--- config.mk ---
export PLATFORM = sky130hd
export DESIGN_NAME = thermal_link_ctrl
export DESIGN_NICKNAME = d
export VERILOG_FILES = /design/src/rtl/thermal_link_ctrl.sv
export SDC_FILE = /design/constraint.sdc
export NUM_CORES = 1
export LEC_CHECK = 0
export CORE_MARGIN = 5
export CORE_UTILIZATION = 52
export CTS_CLUSTER_SIZE = 25
export DETAILED_ROUTE_END_ITERATION = 8
export GPL_TIMING_DRIVEN = 0
export HOLD_SLACK_MARGIN = 0.1
export PLACE_DENSITY = 0.8
export SYNTH_ARGS = -nofsm -noshare
export SYNTH_HDL_FRONTEND = slang
export SYNTH_SLANG_ARGS = --single-unit
--- constraint.sdc ---
create_clock -name clk -period 21.7 [get_ports clk]
set_input_delay 5.425 -clock clk [delete_from_list [all_inputs] [get_ports clk]]
set_output_delay 5.425 -clock clk [all_outputs]
set_load 0.05 [all_outputs]
--- src/rtl/thermal_link_ctrl.sv ---
// rtl/thermal_link_ctrl.sv - thermal covert-channel transceiver: OOK heater transmitter plus ring-oscillator edge counter
//
// Ports:
//   clk, reset                 system clock, asynchronous active-high reset
//   enable                     transmitter enable; dropping it mid-frame aborts the frame
//   tx_data, tx_valid,         payload handshake; tx_data is captured when tx_valid && tx_ready
//   tx_ready
//   busy                       a frame (preamble, data or guard) is in progress
//   heat_on                    bit currently being keyed (1 = heating)
//   heater                     NUM_BANKS*HEATER_W toggle flops; they toggle while heat_on is high
//   ro_in                      asynchronous ring-oscillator sense input
//   meas_count, meas_valid     edge count of the last completed window, with a one-cycle update strobe
//   leds                       meas_count shown one byte at a time, LSB byte first
module thermal_link_ctrl #(
    parameter int NUM_BANKS  = 4,
    parameter int HEATER_W   = 75,
    parameter int DATA_W     = 8,
    parameter int BIT_PERIOD = 1000000,
    parameter int WINDOW     = 65536,
    parameter int CNT_W      = 20,
    parameter int DISP_SHIFT = 17
) (
    input  logic                          clk,
    input  logic                          reset,
    input  logic                          enable,
    input  logic [DATA_W-1:0]             tx_data,
    input  logic                          tx_valid,
    output logic                          tx_ready,
    output logic                          busy,
    output logic                          heat_on,
    output logic [NUM_BANKS*HEATER_W-1:0] heater,
    input  logic                          ro_in,
    output logic [CNT_W-1:0]              meas_count,
    output logic                          meas_valid,
    output logic [7:0]                    leds
);

    localparam int PER_W  = $clog2(BIT_PERIOD);
    localparam int WIN_W  = $clog2(WINDOW);
    localparam int NB     = (CNT_W + 7) / 8;
    localparam int SLOT_W = (NB > 1) ? $clog2(NB) : 1;
    localparam int TMR_W  = DISP_SHIFT + SLOT_W;

    typedef enum logic [1:0] {
        S_IDLE,
        S_PREAMBLE,
        S_DATA,
        S_GUARD
    } state_t;

    // ------------------------------------------------------------------
    // Transmitter
    // ------------------------------------------------------------------
    state_t                state_q;
    logic [PER_W-1:0]      per_cnt_q;
    logic [4:0]            bit_idx_q;
    logic [DATA_W-1:0]     shift_q;
    logic [DATA_W-1:0]     shift_nxt;
    logic                  heat_on_q;
    logic                  per_tc;

    (* keep = "true" *) logic [NUM_BANKS*HEATER_W-1:0] heater_q;

    assign per_tc    = (per_cnt_q == PER_W'(BIT_PERIOD - 1));
    assign shift_nxt = shift_q >> 1;

    // Gating with reset keeps tx_ready low while reset is held, even with enable high.
    assign tx_ready = enable && (state_q == S_IDLE) && !reset;
    assign busy     = (state_q != S_IDLE);
    assign heat_on  = heat_on_q;
    assign heater   = heater_q;

    // heat_on_q is loaded with the value of the bit about to start, so the
    // keyed bit appears on heat_on in the same cycle the FSM enters it.
    always_ff @(posedge clk or posedge reset) begin
        if (reset) begin
            state_q   <= S_IDLE;
            per_cnt_q <= '0;
            bit_idx_q <= '0;
            shift_q   <= '0;
            heat_on_q <= 1'b0;
        end else begin
            case (state_q)
                S_IDLE: begin
                    if (tx_valid && tx_ready) begin
                        state_q   <= S_PREAMBLE;
                        per_cnt_q <= '0;
                        bit_idx_q <= '0;
                        shift_q   <= tx_data;
                        heat_on_q <= 1'b1;           // preamble MSB
                    end
                end
                default: begin
                    if (!enable) begin
                        state_q   <= S_IDLE;
                        per_cnt_q <= '0;
                        heat_on_q <= 1'b0;
                    end else if (per_tc) begin
                        per_cnt_q <= '0;
                        case (state_q)
                            S_PREAMBLE: begin
                                if (bit_idx_q == 5'd7) begin
                                    state_q   <= S_DATA;
                                    bit_idx_q <= '0;
                                    heat_on_q <= shift_q[0];
                                end else begin
                                    bit_idx_q <= bit_idx_q + 5'd1;
                                    // 10101010: the next bit is 1 exactly when the next index is even
                                    heat_on_q <= bit_idx_q[0];
                                end
                            end
                            S_DATA: begin
                                if (bit_idx_q == 5'(DATA_W - 1)) begin
                                    state_q   <= S_GUARD;
                                    heat_on_q <= 1'b0;
                                end else begin
                                    bit_idx_q <= bit_idx_q + 5'd1;
                                    shift_q   <= shift_nxt;
                                    heat_on_q <= shift_nxt[0];
                                end
                            end
                            default: begin
                                state_q   <= S_IDLE;
                                heat_on_q <= 1'b0;
                            end
                        endcase
                    end else begin
                        per_cnt_q <= per_cnt_q + PER_W'(1);
                    end
                end
            endcase
        end
    end

    // All banks start from zero and invert together, so they stay in phase.
    always_ff @(posedge clk or posedge reset) begin
        if (reset) begin
            heater_q <= '0;
        end else if (heat_on_q) begin
            heater_q <= ~heater_q;
        end else begin
            heater_q <= '0;
        end
    end

    // ------------------------------------------------------------------
    // Measurement
    // ------------------------------------------------------------------
    logic              ro_s1_q, ro_s2_q, ro_prev_q;
    logic              ro_edge;
    logic [WIN_W-1:0]  win_cnt_q;
    logic [CNT_W-1:0]  edge_cnt_q;
    logic [CNT_W-1:0]  edge_sum;
    logic [CNT_W-1:0]  meas_count_q;
    logic              meas_valid_q;
    logic              win_tc;

    assign ro_edge  = ro_s2_q && !ro_prev_q;
    assign win_tc   = (win_cnt_q == WIN_W'(WINDOW - 1));
    // Saturating total including an edge seen this cycle.
    assign edge_sum = (ro_edge && (edge_cnt_q != '1)) ? edge_cnt_q + CNT_W'(1) : edge_cnt_q;

    assign meas_count = meas_count_q;
    assign meas_valid = meas_valid_q;

    always_ff @(posedge clk or posedge reset) begin
        if (reset) begin
            ro_s1_q   <= 1'b0;
            ro_s2_q   <= 1'b0;
            ro_prev_q <= 1'b0;
        end else begin
            ro_s1_q   <= ro_in;
            ro_s2_q   <= ro_s1_q;
            ro_prev_q <= ro_s2_q;
        end
    end

    always_ff @(posedge clk or posedge reset) begin
        if (reset) begin
            win_cnt_q    <= '0;
            edge_cnt_q   <= '0;
            meas_count_q <= '0;
            meas_valid_q <= 1'b0;
        end else if (win_tc) begin
            win_cnt_q    <= '0;
            edge_cnt_q   <= '0;
            meas_count_q <= edge_sum;
            meas_valid_q <= 1'b1;
        end else begin
            win_cnt_q    <= win_cnt_q + WIN_W'(1);
            edge_cnt_q   <= edge_sum;
            meas_valid_q <= 1'b0;
        end
    end

    // ------------------------------------------------------------------
    // LED display
    // ------------------------------------------------------------------
    logic [TMR_W-1:0]  timer_q;
    logic [SLOT_W-1:0] slot;
    logic [NB*8-1:0]   disp_word;
    logic [7:0]        led_d;
    logic [7:0]        leds_q;

    assign slot = timer_q[TMR_W-1 -: SLOT_W];
    assign leds = leds_q;

    always_comb begin
        disp_word              = '0;
        disp_word[CNT_W-1:0]   = meas_count_q;
        led_d                  = 8'h00;   // slots past the last byte stay dark
        for (int i = 0; i < NB; i++) begin
            if (slot == SLOT_W'(i)) begin
                led_d = disp_word[i*8 +: 8];
            end
        end
    end

    always_ff @(posedge clk or posedge reset) begin
        if (reset) begin
            timer_q <= '0;
            leds_q  <= 8'h00;
        end else begin
            timer_q <= timer_q + TMR_W'(1);
            leds_q  <= led_d;
        end
    end

endmodule

---- After elaboration in Yosys (flattened, before gate mapping) ----
Index checks and enable logic that the tools add are counted.
cells by class
  $add $sub $neg .......................... 5
  eq/ne operators ......................... 14
  multiplexer cells ....................... 39
  bitwise gates (word level) .............. 1
  reductions and logical operators ........ 18
operator list
  kind                   number
  $mux 300               1
  $not 300->300          1
  $mux 20                6
  $mux 8                 9
  $add 20x1->20 const B  2
  $mux 5                 6
  $eq 20x20->1 const B   1
  $ne 20x20->1 const B   1
  $add 19x1->19 const B  1
  $add 16x1->16 const B  1
  $eq 16x16->1 const B   1
  $mux 16                1
  $mux 2                 6
  $pmux 5 s2             1
  $reduce_and 5->1       2
  $ne 4x4->1 const B     2
  $reduce_bool 2->1      4
  $mux 1                 7
  $add 5x1->5 const B    1
  $eq 5x3->1 const B     1
  $logic_and 1x1->1      5
  $eq 2x1->1 const B     2
  $eq 2x2->1 const B     2
  $logic_not 2->1        2
  other kinds (10)       11
storage, ports and cells
  bits in registers ....................... 423

---- Depth between registers and ports, before layout ----
  depth in word-level cells ............... 6
  mapped depth ............................ 9

---- Worst setup path after synthesis ----
Ideal clock, no wire load.
  path type ............................... input to output
  start point ............................. input enable
  end point ............................... output tx_ready
  arrival time ............................ 6.867 ns
  data required time ...................... 16.275 ns
  setup slack ............................. 9.408 ns
  cell stages on the path ................. 3
  path buffers ............................ 1
  cells stage by stage .................... clkbuf_1 inv_1 nor3_1
between the ends
  longest elaborated chain between the ends .. 2
ends and longest elaborated chain
  what                             RTL line  source
  from (decl)                      25        input logic enable,
  $logic_and 1x1->1 (2 in series)  68        assign tx_ready = enable && (state_q == S_IDLE) && !reset;
  to (decl)                        28        output logic tx_ready,
No other way between the ends.

---- Final worst setup path ----
  start point ............................. input reset
  end point ............................... output tx_ready
between the ends
  longest elaborated chain between the ends .. 2
ends and longest elaborated chain
  what                       RTL line  source
  from (decl)                24        input logic reset,
  $logic_not 1->1 (no line)  -
  $logic_and 1x1->1          68
No other way between the ends.

==> results.md <==
* Post-cts sizing count at 0
* GPL Wtd Cong at 0.8696
* Max-cap violations at 0
* Post-synth EDFFs at 0
* Hold Path Class: reg -> reg
* Final Setup Violations at 0
* RSZ-0062 raised after global routing: false
* Setup CP Type: in -> out
* Syn Nets at approximately 1500
* Worst slew pin tran at between 1 and 1.5 ns
* Synth area leaders: dfrtp_1 (60%), buf_4 (13%), nor2b_1 (11%)
* Setup bufs post-CTS at 0
* Most common cell in the synthesized netlist: dfrtp_1
* Die W at 194.2 um
* First-pass GRT wire length at a little over 60000 um
* Synth cell types at 57
* Antenna Nets Post-Route at 0
* Fin Hold WS at between 0.3 and 0.4 ns
* Largest net degree at the start of global routing at 126
* Cell Pwr Density at between 150 and 200 nW/um2
* Period utilization at 0.5721
* Placed cell area at 21730 um2
* DR WL/cell at 15.94 um
* Static leakage at 10.85 nW
* Die area at about 38000 um2
* Clock latency on the worst-skew pair at 0.52 ns
* Mapped cell area at 17650 um2
* Async SR Flop Fraction at 1.000
* Worst vdd ir at around 0.10 mV
* Final setup margin at 9.285 ns
* Post-placement setup slack at 9.276 ns
* Fin. max-slew vios at 0
* CP Launch Type: primary input
* CTS tree: yes
* Via density at between 4 and 5
* Io pins at 345
* Post-route cell area at 23130 um2
* WP data required at 16.27 ns
* Fmax at 80.55 MHz
* Outcome: finished, final reports clean
* 1st-pass router iterations at 4
* Deepest clock path buffer count at 3
* Port Buffers at 343
* Layout Skew at 0.008841 ns
* # rows at 67
* Vias at 11295
* Yosys warning count at 0
* Post-synth top area share at 0.5997
* First DRT Iteration DRCs at 507
* CTS Root Cell: clkbuf_16
* Mapped Cells at 1506
* Syn Area/Cell at 11.72 um2
* Clock sinks at between 400 and 500
* Antenna cells at 0
* Post-Route WL at 37870 um
* Register area share after synthesis at 0.5997
* Setup tns final at 0 ns
* Total congestion overflow at 0
* Residual DRC at 0
* Data arrival, critical path at 6.99 ns
* Initial Util at 0.5264
* Hold Vio Cnt, Final at 0
* Initial antenna violation count at 0
* Crit path max fanout at 3
* H-tree depth at 2
* Area Overhead vs Synth at 31.06%
* Clock transition at the registers of the reported paths at 0.05 ns
* Largest area contributor in the netlist: dfrtp_1
* Layout cells sized above 1 at 0.2023
* FF+latch count, synth at 423
* Final HPWL DP at 27440 um
* GRT Resource Usage Total at 0.1982
* Vias in the first global route at between 10000 and 15000
* Fin nets at 1920
* Top cells by count, synth: dfrtp_1 (423), nor2b_1 (303), buf_4 (301)
* Post-layout min period at roughly 12 ns
* Placeable core region at about 34000 um2
* Die height at 194.2 um
* Synth Flop Type: dfrtp_1
* Crit. End Element: primary output
* Total CTS buffers at 44
* Slew HR at 0.2854
* Hold buffers post-CTS at 0
[critical path, stage by stage]
cell             delay (ns)
clkdlybuf4s50_1        0.53
nor3_1                 0.20
clkdlybuf4s50_1        0.83
[per-stage QoR]
| stage | utilization | instances | total power (W) |
|---|---|---|---|
| 6_report | 0.6899 | 2376 | 0.003943 |
| 5_1_grt | 0.6899 | 2376 | 0.004131 |
| 4_1_cts | 0.6899 | 2376 | 0.003988 |
| 3_5_place_dp | 0.6482 | 2300 | 0.003252 |
| 3_3_place_gp | 0.6455 | 2297 | 0.003211 |
| 2_1_floorplan | - | 1506 | 0.002633 |
[registers in the layout (all words and copies together) (netlist names)]
register    count
shift_q         8
heat_on         1
state_q         2
edge_cnt_q     20
per_cnt_q      20
timer_q        19
ro_s2_q         1
heater        300
bit_idx_q       5
meas_valid      1
meas_count     20
leds            8
ro_s1_q         1
win_cnt_q      16
ro_prev_q       1
[layout by cell type, fill, tap and decap left out, drive strengths merged, types with 2 or more instances in the layout]
| cell type | n |
|---|---|
| dfrtp | 423 |
| nor3 | 13 |
| mux2i | 35 |
| nor3b | 2 |
| o21ai | 39 |
| nor2b | 303 |
| xor2 | 14 |
| nand3 | 25 |
| a211oi | 2 |
| buf | 311 |
| nand2 | 65 |
| a31oi | 15 |
| o211ai | 5 |
| and4 | 5 |
| a221o | 3 |
| clkbuf | 115 |
| a21oi | 17 |
| clkinv | 6 |
| a41oi | 4 |
| a22o | 2 |
| o31ai | 3 |
| nor2 | 51 |
| nor4 | 9 |
| clkdlybuf4s50 | 343 |
| and3 | 11 |
| or3 | 3 |
| nand4 | 20 |
| inv | 12 |
| nand2b | 5 |
| xnor2 | 34 |
| a21o | 3 |
| o211a | 2 |
| and2 | 4 |
| ha | 9 |
| o31a | 2 |
[logic make-up (layout without fill, tap and decap cells)]
family	after synthesis	count (layout)	share of synthesized area
adder cells (fa/ha/maj)	9	9	0.006380
buffers and inverters	366	788	0.1427
AO/OA/AOI/OAI	103	103	0.03637
flip-flops	423	423	0.5997
AND/OR/NAND/NOR	522	522	0.1712
XOR/XNOR	48	48	0.02382
multiplexers	35	35	0.01985
[layer usage]
metal,global-route usage,wire length (um),share of wire
met1,0.2611,16050,0.42
met2,0.3371,18810,0.50
met3,0.03788,1983,0.052
met4,0.05990,1026,0.027
met5,0,0,0
[worst paths after layout]
kind,slack (ns),depth (start not counted),start,to
min,0.36,0,ro_s1_q,ro_s2_q
min reg2reg,0.36,0,ro_s1_q,ro_s2_q
max reg2reg,19.09,6,per_cnt_q[0],state_q[1]
max in group asynchronous,14.75,4,reset,heater[139]
min in group asynchronous,5.46,2,reset,state_q[0]
max,9.28,3,reset,tx_ready
[area by class of cell]
class                      instances  area [um2]
inverter                          12       52.55
multi-input combinational        717        4547
timing repair buffer             346        3516
sequential                       423       10590
tap                              448       560.5
buffer                           354        2474
clock buffer                      69        1356
clock inverter                     7       41.29
fill                            2396       10400
[report_power, final]
part,internal [W],switching (W),total (W)
logic,0.000808,0.00123,0.00204
clock network,0.000427,0.000288,0.000715
registers,0.00104,0.000147,0.00119
(Power assumes the default switching activity.)
